<file path="config.mk">
export PLATFORM = sky130hd
export DESIGN_NAME = jk_seq_controller
export DESIGN_NICKNAME = d
export VERILOG_FILES = /design/src/rtl/jk_seq_pkg.sv /design/src/rtl/tick_gen.sv /design/src/rtl/jk_seq_controller.sv
export SDC_FILE = /design/constraint.sdc
export NUM_CORES = 1
export LEC_CHECK = 0
export BUFFER_PORTS_ARGS = -buffer_cell sky130_fd_sc_hd__buf_2
export CORE_ASPECT_RATIO = 1.4
export CORE_UTILIZATION = 54
export CTS_CLUSTER_DIAMETER = 50
export DETAILED_ROUTE_END_ITERATION = 10
export PLACE_DENSITY = 0.77
export SYNTH_ARGS = -nofsm -noshare
export SYNTH_HDL_FRONTEND = slang
export SYNTH_SLANG_ARGS = --single-unit
</file>
<file path="constraint.sdc">
create_clock -name clk -period 2.9 [get_ports clk]
set_clock_uncertainty 0.1 [all_clocks]
set_input_delay 0.29 -clock clk [delete_from_list [all_inputs] [get_ports clk]]
set_output_delay 0.29 -clock clk [all_outputs]
set_load 0.03 [all_outputs]
</file>
<file path="src/rtl/jk_seq_pkg.sv">
// Shared types and helpers for the JK sequencing controller.
package jk_seq_pkg;

  typedef enum logic [2:0] {
    IDLE     = 3'd0,
    RUN      = 3'd1,
    STEP     = 3'd2,
    ACK      = 3'd3,
    ACK_WAIT = 3'd4
  } ctl_state_t;

  localparam logic [1:0] Q_RESET = 2'b00;

  // Returns {Z1, Z2} for a given JK state.
  function automatic logic [1:0] z_decode(input logic [1:0] q);
    return {q[1] & q[0], ~q[1] & ~q[0]};
  endfunction

endpackage

</file>
<file path="src/rtl/tick_gen.sv">
// Programmable tick counter: one registered tick every div clocks while en is high.
module tick_gen #(
  parameter int DIV_W = 26
) (
  input  logic             clk,
  input  logic             reset,
  input  logic             en,
  input  logic [DIV_W-1:0] div,
  output logic             tick
);

  logic [DIV_W-1:0] r_cnt;
  logic             r_tick;
  logic             w_last;

  assign w_last = (r_cnt == (div - DIV_W'(1)));

  // Dropping en clears both counter and tick so every enable window restarts from zero.
  always_ff @(posedge clk or posedge reset) begin
    if (reset) begin
      r_cnt  <= '0;
      r_tick <= 1'b0;
    end else if (!en) begin
      r_cnt  <= '0;
      r_tick <= 1'b0;
    end else begin
      r_tick <= w_last;
      r_cnt  <= w_last ? '0 : r_cnt + DIV_W'(1);
    end
  end

  assign tick = r_tick;

endmodule

</file>
<file path="src/rtl/jk_seq_controller.sv">
// Single-clock run/step controller around a 2-bit JK state machine.
//   state    | meaning
//   IDLE     | waiting for run or step_req; latches divider on exit
//   RUN      | free running, JK update on every tick
//   STEP     | waiting for one tick, then one JK update
//   ACK      | step_ack pulse cycle
//   ACK_WAIT | step_req still high after ack, wait for release
module jk_seq_controller
  import jk_seq_pkg::*;
#(
  parameter int DIV_W = 26
) (
  input  logic             clk,
  input  logic             reset,
  input  logic             run,
  input  logic             step_req,
  input  logic             x,
  input  logic [DIV_W-1:0] div_val,
  output logic [1:0]       Q,
  output logic [1:0]       Qb,
  output logic             Z1,
  output logic             Z2,
  output logic             tick,
  output logic             busy,
  output logic             step_ack
);

  ctl_state_t       r_state;
  ctl_state_t       w_state_next;
  logic [1:0]       r_q;
  logic [DIV_W-1:0] r_div;
  logic             r_step_ack;

  logic [1:0] w_j;
  logic [1:0] w_k;
  logic [1:0] w_q_jk;
  logic [1:0] w_z;
  logic       w_tick;
  logic       w_busy;
  logic       w_busy_next;
  logic       w_tick_en;
  logic       w_adv;
  logic       w_leave_idle;

  assign w_j    = {~x, ~x & r_q[1]};
  assign w_k    = {1'b1, ~x & r_q[1]};
  assign w_q_jk = (w_j & ~r_q) | (~w_k & r_q);

  always_ff @(posedge clk or posedge reset) begin
    if (reset) begin
      r_state    <= IDLE;
      r_q        <= Q_RESET;
      r_div      <= DIV_W'(1);
      r_step_ack <= 1'b0;
    end else begin
      r_state    <= w_state_next;
      r_step_ack <= (r_state == STEP) && w_tick;
      if (w_adv)
        r_q <= w_q_jk;
      if (w_leave_idle)
        r_div <= (div_val == '0) ? DIV_W'(1) : div_val;
    end
  end

  always_comb begin
    w_state_next = r_state;
    case (r_state)
      IDLE:     if (run) w_state_next = RUN;
                else if (step_req) w_state_next = STEP;
      RUN:      if (!run) w_state_next = IDLE;
      STEP:     if (w_tick) w_state_next = ACK;
      ACK:      w_state_next = step_req ? ACK_WAIT : IDLE;
      ACK_WAIT: if (!step_req) w_state_next = IDLE;
      default:  w_state_next = IDLE;
    endcase
  end

  // The tick counter only runs while staying busy, so leaving RUN/STEP never leaves a stray tick.
  always_comb begin
    w_busy       = (r_state == RUN) || (r_state == STEP);
    w_busy_next  = (w_state_next == RUN) || (w_state_next == STEP);
    w_tick_en    = w_busy & w_busy_next;
    w_adv        = w_busy & w_tick;
    w_leave_idle = (r_state == IDLE) && (w_state_next != IDLE);
  end

  tick_gen #(.DIV_W(DIV_W)) u_tick_gen (
    .clk   (clk),
    .reset (reset),
    .en    (w_tick_en),
    .div   (r_div),
    .tick  (w_tick)
  );

  assign w_z      = z_decode(r_q);
  assign Q        = r_q;
  assign Qb       = ~r_q;
  assign Z1       = w_z[1];
  assign Z2       = w_z[0];
  assign tick     = w_tick;
  assign busy     = w_busy;
  assign step_ack = r_step_ack;

endmodule
</file>
Word-level counts from Yosys, hierarchy flattened:

Cells that the tools add are included.
W data, S select, Z words.

* output and inout bits: 9
* bits of input ports: 31
* flip-flop bits (word level): 59
* logic and storage cells: 46

* equal/unequal tests: 7
* bitwise logic cells: 13
* reductions and logical operators: 7
* mux-type cells: 11
* $add $sub $neg: 2

Operator list (count)
* $mux W26: 3
* $add A26 B1 Y26 const B: 1
* $eq A26 B26 Y1: 1
* $logic_not A26 Y1: 1
* $sub A26 B1 Y26 const B: 1
* $mux W3: 6
* $pmux W3 S5: 1
* $eq A3 B2 Y1 const B: 3
* $eq A3 B1 Y1 const B: 2
* $and A1 B1 Y1: 5
* $and A2 B2 Y2: 2
* $not A2 Y2: 2
* $eq A3 B3 Y1 const B: 1
* $logic_not A3 Y1: 1
* $not A1 Y1: 3
* $reduce_bool A3 Y1: 1
* $logic_and A1 B1 Y1: 2
* $logic_or A1 B1 Y1: 2
* $or A2 B2 Y2: 1
* $mux W1: 1

Logic depth before layout (Yosys ltp):

Gate-level depths: netlist of run 1.

* depth in word-level cells: 7
* depth in mapped cells: 10
* gate-level depth less buffers: 9

Hierarchy:

A second synthesis of run 1 with hierarchy kept.

* cell total of the unflattened synthesis: 400
* area, all modules: 3953.8 um^2

By module, submodules not included
* tick_gen: seq. area each 675.6 um^2, instances 1, cells each 299, area an instance 2527.4 um^2
* jk_seq_controller: seq. area each 802.0 um^2, instances 1, cells each 101, area an instance 1426.4 um^2

Worst setup path before layout of run 1:

Ideal clock, no wire load.

* path kind: register to register
* start: reg r_div[2]
* end: reg u_tick_gen.r_cnt[12]
* setup time: 0.142 ns
* buffers on the path: 2
* data arrival time: 2.815 ns
* period minus slack after synthesis: 3.057 ns
* stages on the path, launching flop included: 10
* data required time: 2.658 ns
* slack: -0.157 ns
* path through: dfrtp_1 > buf_2 > or4_4 > nor4_1 > xnor2_1 > nand3_1 > or4_4 > nor4_4 > buf_6 > nor3_1

* word-level cells in the longest chain between the ends: 4

RTL lines
* start: declaration: line jk_seq_controller.sv:31 `logic [DIV_W-1:0] r_div;`
* start signal: assignment: line jk_seq_controller.sv:61 `r_div <= (div_val == '0) ? DIV_W'(1) : div_val;`
* $sub A26 B1 Y26: line tick_gen.sv:16 `assign w_last = (r_cnt == (div - DIV_W'(1)));`
* $eq A26 B26 Y1: line tick_gen.sv:16
* $mux W26: line tick_gen.sv:28 `r_cnt <= w_last ? '0 : r_cnt + DIV_W'(1);`
* $mux W26: line tick_gen.sv:23 `end else if (!en) begin`
* end signal: assignment: line tick_gen.sv:28
* end: declaration: line tick_gen.sv:12 `logic [DIV_W-1:0] r_cnt;`

Every way passes these cells.
A chain may end at the register's enable or synchronous reset.

Final worst setup path of run 1:

* start: reg r_div[1]
* end: reg u_tick_gen.r_cnt[13]

The elaborated chain is that of the path after synthesis.

==> results of run 1 <==
repair_timing:
action,CTS,global route
gates cloned,2,0
setup buffers,8,3
resized for setup,14,15
endpoints found under the setup margin,26,26
hold buffers,1,0
pin swaps,14,3
hold endpoints to repair,27,0
where the power goes:
group | switching (mW) | leakage [nW] | internal [mW]
Clock | 0.312 | 0.0953 | 0.373
Sequential | 0.306 | 0.756 | 1.02
Combinational | 0.900 | 1.01 | 0.765
through the flow:
step / power, mW / util
floorplan: 2.339 / -
global placement: 2.720 / 0.6165
detailed placement: 2.768 / 0.6165
CTS: 3.569 / 0.6672
global route: 3.885 / 0.6732
finish: 3.674 / 0.6732
flip-flops by register name, summed over array words and instances (netlist names):
name / cells
r_div: 26
u_tick_gen.r_cnt: 26
r_state: 3
Q: 2
step_ack: 1
u_tick_gen.tick: 1
final timing paths:
check                             from                    to  slack [ns]  depth (start not counted)
max                           r_div[1]  u_tick_gen.r_cnt[13]       -0.04                         10
min                        div_val[17]             r_div[17]        0.07                          3
max reg2reg                   r_div[1]  u_tick_gen.r_cnt[13]       -0.04                         10
min reg2reg                       Q[0]                  Q[0]        0.43                          1
max in group asynchronous        reset              step_ack        1.63                          4
min in group asynchronous        reset  u_tick_gen.r_cnt[11]        0.48                          3
metal layers:
| layer | wire length, um | track usage | share of wire | vias to the layer above |
|---|---|---|---|---|
| li1 | - | - | - | 1605 |
| met4 | 456 | 0.1916 | 0.047 | 0 |
| met5 | 0 | 0 | 0 | - |
| met2 | 5041 | 0.4694 | 0.52 | 117 |
| met3 | 420 | 0.05274 | 0.043 | 30 |
| met1 | 3858 | 0.3269 | 0.39 | 1655 |
layout by cell type (no fill, tap or decap), drive strengths merged, types with 17 or more instances in the layout:
cell type	netlist	layout
nor3	38	38
nand3	17	17
xor2	18	18
mux2	20	20
xnor2	34	34
nor4	22	22
dfrtp	58	58
nand2	32	32
nor2	33	33
buf	4	69
kinds of logic (layout without fill, tap and decap cells):
logic type	after synthesis	count (layout)	synth area share
AOI/OAI and AO/OA	47	47	0.08578
muxes	21	21	0.06132
and+or+nand+nor	195	195	0.3076
buffers and inverters	31	99	0.03490
DFF	59	59	0.3852
xor gates and xnor gates	52	52	0.1187
adders and majority gates	2	2	0.006522
layout make-up:
cell class                      count  area [um^2]
Multi-Input combinational cell    317         2364
Fill cell                         553         2267
Sequential cell                    59         1480
Timing Repair Buffer               71        479.2
Clock buffer                       13        168.9
Tap cell                           95        118.9
Inverter                           13        48.80
Clock inverter                      2        10.01
critical path: cells and delay by family (launching register included):
family / cells / cell delay [ns]
AO/OA/AOI/OAI: 3 / 0.66
buffers and inverters: 3 / 0.47
flip-flops: 1 / 0.42
AND/OR/NAND/NOR: 4 / 1.15
==> results.tsv, run 1 <==
metric	value	unit
CTS tree	yes	
leakage	1.865	nW
maximum capacitance violations	0	
number of iterations in the first detailed-routing pass	5	
Mapped Avg Cell Area	9.426	um^2
crit path launch type	flip-flop	
clk_lat worst skew	0.34	ns
1st-iter DRT viols	184	
Ys Warns	0	
dpl ws	-0.06937	ns
CTS Root Cell	clkbuf_8	
Residual DRC	0	
Die W	73.24	um
Worst Tran Pin Value	0.6443	ns
DR vias	3407	
clk sinks	59	
final hold vios	0	
Critical Path Most Common Cell	nor4_4	
CTS buffer count	9	
synthesized flop and latch total	59	
unique cell type count in the Yosys netlist	63	
pwr/cell area	786.9	nW/um^2
crit-path cells	buf_6 -> or4_4 -> nor4_4 -> a21boi_0 -> o21a_1 -> a211o_1 -> nor4_4 -> buf_4 -> clkbuf_16 -> nor3_2	
post-synthesis sequential area ratio	0.3852	
worst hold path type	in -> reg	
die extent in y	101.7	um
Post-synth EDFFs	0	
H-tree depth	3	
Area Overhead vs Synth	21.72	%
GP Congestion	0.9307	
cell taking the most area after synthesis	dfrtp_1	
max-slew violation count	0	
Final WS setup	-0.03683	ns
total congestion overflow	0	
die area	7450	um^2
min cycle time layout	2.937	ns
placed cell count	544	
CP arrival	3.05	ns
dpl cell area	4277	um^2
share of post-route cells with drive strength above 1	0.3221	
largest cells by area after synthesis	dfrtp_1, xnor2_1, mux2_2	
remaining antenna violation count	0	
Final #Nets	504	
final wirelength	9776	um
hpwl dp	6918	um
Primary FF master, synth	dfrtp_1	
worst-case clock buffer depth	2	
Finish-stage setup viols	20	
maximum VDD drop	0.0006061	V
most common cell in the synthesized netlist	dfrtp_1	
Slowest-stage cell, CP	or4_4	
row cnt	36	
hold_ws	0.07222	ns
Crit Path Class	reg -> reg	
Max stage delay on crit path	0.56	ns
relative slew slack	0.5698	
Post-synth top cells	dfrtp_1, xnor2_1, nand2_1, nor2_1, nor3_1	
vias in the first global route	3292	
final instance area	4669	um^2
fmax	340.5	MHz
violations in the final reports	setup timing	
RSZ-0062 raised after global routing	true	
Cells after Synth	407	
clock-pin slew on the worst setup and hold paths	0.06	ns
Via-to-Cell Ratio	5.977	
Critical Path RT	3.02	ns
ANT cells	0	
Starting Density	0.5530	
top cell type's share of synthesized area	0.3783	
initial antenna violation count	0	
Final period util	1.013	
Mapped Area	3836	um^2
first-pass GRT wire length	15550	um
Final Non-Filler Cells	570	
IO Pins	40	
Core Region	6937	um^2
average wire per standard cell	17.15	um
Tot GR Track Use	0.2825	
Critical Path End Type	flip-flop	
status	complete, but fails checks	
ys async rst share	1.000	
PortBufs	39	
largest net degree at the start of global routing	33	
setup_tns	-0.3380	ns
Synth Net Count	440	
Crit Path Max Fanout	7	
Note: power is estimated with default switching activity, not from simulation.
==> run 2: changes to the inputs <==
--- a/config.mk
+++ b/config.mk
@@ -5,12 +5,12 @@
 export SDC_FILE = /design/constraint.sdc
 export NUM_CORES = 1
 export LEC_CHECK = 0
-export BUFFER_PORTS_ARGS = -buffer_cell sky130_fd_sc_hd__buf_2
 export CORE_ASPECT_RATIO = 1.4
-export CORE_UTILIZATION = 54
+export CORE_UTILIZATION = 58
 export CTS_CLUSTER_DIAMETER = 50
 export DETAILED_ROUTE_END_ITERATION = 10
-export PLACE_DENSITY = 0.77
+export DONT_BUFFER_PORTS = 1
+export PLACE_DENSITY = 0.76
 export SYNTH_ARGS = -nofsm -noshare
 export SYNTH_HDL_FRONTEND = slang
 export SYNTH_SLANG_ARGS = --single-unit
==> run 2 against run 1 <==
  * The run ends with DRC, hold timing, setup timing left
  * Register-to-register slack got worse by 0.05 ns
  * Hold slack got worse by 0.072 ns
  * Utilization rose by 7.5 points
  * Sequential power barely moved
==> results.tsv, run 2 (synthesis results as in run 1) <==
metric	value	unit	change
status	complete, but fails checks		
violations in the final reports	DRC, hold timing, setup timing		
min cycle time layout	2.983	ns	+0.04618 ns
Finish-stage setup viols	26		+30%
Final period util	1.029		+0.01593
register share of total power	0.352		-0.009
Worst Tran Pin Value	0.6314	ns	-0.01295 ns
crit-path cells	buf_4 -> nor3b_4 -> nand3_4 -> or4_4 -> a211oi_2 -> o211ai_1 -> nor4_4 -> buf_4 -> buf_12 -> nor3_1		
maximum VDD drop	0.0005340	V	-12%
CTS Root Cell	clkbuf_8		
clk sinks	59		unchanged
vias in the first global route	3368		+2.3%
GP Congestion	0.9280		-0.29%
fmax	335.2	MHz	-1.5%
DR vias	3404		-0.088%
H-tree depth	3		unchanged
clk_lat worst skew	0.34	ns	about the same
most common cell after layout, fill and taps aside	dfrtp_1		
clock-pin slew on the worst setup and hold paths	0.07	ns	about the same
number of iterations in the first detailed-routing pass	7		+2
hpwl dp	6896	um	-0.31%
Via-to-Cell Ratio	6.351		+6.2%
pwr/cell area	796.1	nW/um^2	+1.2%
Reg area	1479	um^2	about the same
maximum capacitance violations	0		unchanged
worst hold path type	in -> reg		
Residual DRC	2		+2
die extent in y	98.23	um	-3.4%
Max stage delay on crit path	0.45	ns	-0.11 ns
Critical Path RT	2.99	ns	-0.03 ns
remaining antenna violation count	0		unchanged
Critical Path Most Common Cell	buf_4		
relative slew slack	0.5752		+0.005375
Slowest-stage cell, CP	dfrtp_1		
Core Region	6296	um^2	-9.2%
hold_ws	-0.0001598	ns	-0.07238 ns
switching share of power	0.4155		+0.002475
Crit Path Max Fanout	7		unchanged
CTS buffer count	9		unchanged
row cnt	34		-5.6%
Fill cells	419		-24%
Final #Nets	492		-2.4%
PortBufs	0		-100%
worst-case clock buffer depth	2		unchanged
Crit Path Class	reg -> reg		
Psw	1.559	mW	+2.7%
Overall Power	3.752	mW	+2.1%
RSZ-0062 raised after global routing	true		
final hold vios	1		+1
multi-input combinational cell area	2391	um^2	+1.2%
final wirelength	10260	um	+5.0%
average wire per standard cell	19.14	um	+12%
1st-iter DRT viols	177		-3.8%
max-slew violation count	0		unchanged
die area	6948	um^2	-6.7%
final instance area	4713	um^2	+0.94%
dpl cell area	4055	um^2	-5.2%
Critical Path End Type	flip-flop		
CTS tree	yes		
Tot GR Track Use	0.2979		+0.01540
Comb pwr share	0.465		+0.012
Clock Power Share	0.183		-0.003
largest net degree at the start of global routing	33		unchanged
Die W	70.74	um	-3.4%
Final WS setup	-0.08302	ns	-0.04618 ns
Area Overhead vs Synth	22.86	%	
CP arrival	3.08	ns	+0.03 ns
IO Pins	40		unchanged
first-pass GRT wire length	15860	um	+2.0%
total congestion overflow	0		unchanged
largest registers	r_div x26, u_tick_gen.r_cnt x26, r_state x3		
crit path launch type	flip-flop		
ANT cells	0		unchanged
share of post-route cells with drive strength above 1	0.2694		-0.05271
leakage	1.843	nW	-1.2%
Int Pwr	2.193	mW	+1.7%
initial antenna violation count	0		unchanged
commonest non-fill, non-tap cells in the layout	dfrtp_1, buf_4, nand2_1, xnor2_1, nor2_1		
Starting Density	0.6093		+0.05627
## run 2: cell type report
class                      count  share of cell area
clock buffer                  14             0.03663
clock inverter                 2            0.002124
inverter                      13             0.01035
multi-input combinational    317              0.5073
sequential                    59              0.3138
tap                           72             0.01911
timing repair buffer          59              0.1107
## run 2: routing by layer
metal,global-route usage,part of all wire,up-vias
li1,-,-,1578
met2,0.5251,0.52,129
met5,0,0,-
met4,0.1523,0.046,0
met1,0.3389,0.39,1660
met3,0.05676,0.047,37
## run 2: final timing paths
kind / startpoint / endpoint / slack [ns] / cells after the start
worst max-delay path: r_div[2] / u_tick_gen.r_cnt[10] / -0.08 / 10
worst min-delay path: div_val[7] / r_div[7] / -0.0002 / 1
worst max register to register: r_div[2] / u_tick_gen.r_cnt[10] / -0.08 / 10
worst min register to register: r_div[21] / r_div[21] / 0.47 / 1
max in group asynchronous: reset / r_div[0] / 1.82 / 3
min in group asynchronous: reset / u_tick_gen.r_cnt[0] / 0.24 / 2
## run 2: power groups by stage
stage / Clock (mW) / Combinational [mW] / Sequential [mW]
after floorplan: 0 / 1.07 / 1.27
after global placement: 0 / 1.40 / 1.30
after detailed placement: 0 / 1.43 / 1.31
after CTS: 0.697 / 1.60 / 1.30
after global routing: 0.732 / 1.87 / 1.34
final: 0.686 / 1.75 / 1.32
## run 2: timing repair
action / in CTS / in global routing
resized for setup: 17 / 13
hold buffers: 16 / 1
setup endpoints to repair: 26 / 26
hold endpoints to repair: 26 / 1
cloned: 2 / 0
pin swaps: 17 / 9
setup buffers: 11 / 7
## run 2: worst max-delay path: cells and delay by family (launching register included)
kind	cells	cell delay, ns
buf+inv	3	0.50
flops	1	0.45
compound gates	2	0.48
simple gates	5	1.29
## run 2: metrics by stage
step | utilization | setup TNS (ns) | instances | setup WS (ns) | hold slack [ns]
2_1_floorplan | - | -0.003008 | 407 | -0.003008 | 0.3068
3_3_place_gp | 0.6441 | -3.113 | 484 | -0.1393 | 0.02042
3_5_place_dp | 0.6441 | -3.625 | 484 | -0.1643 | 0.02825
4_1_cts | 0.7323 | -0.8562 | 529 | -0.04786 | 0.0007318
5_1_grt | 0.7486 | -3.257 | 536 | -0.1595 | 0.0001748
6_report | 0.7486 | -1.136 | 536 | -0.08302 | -0.0001598
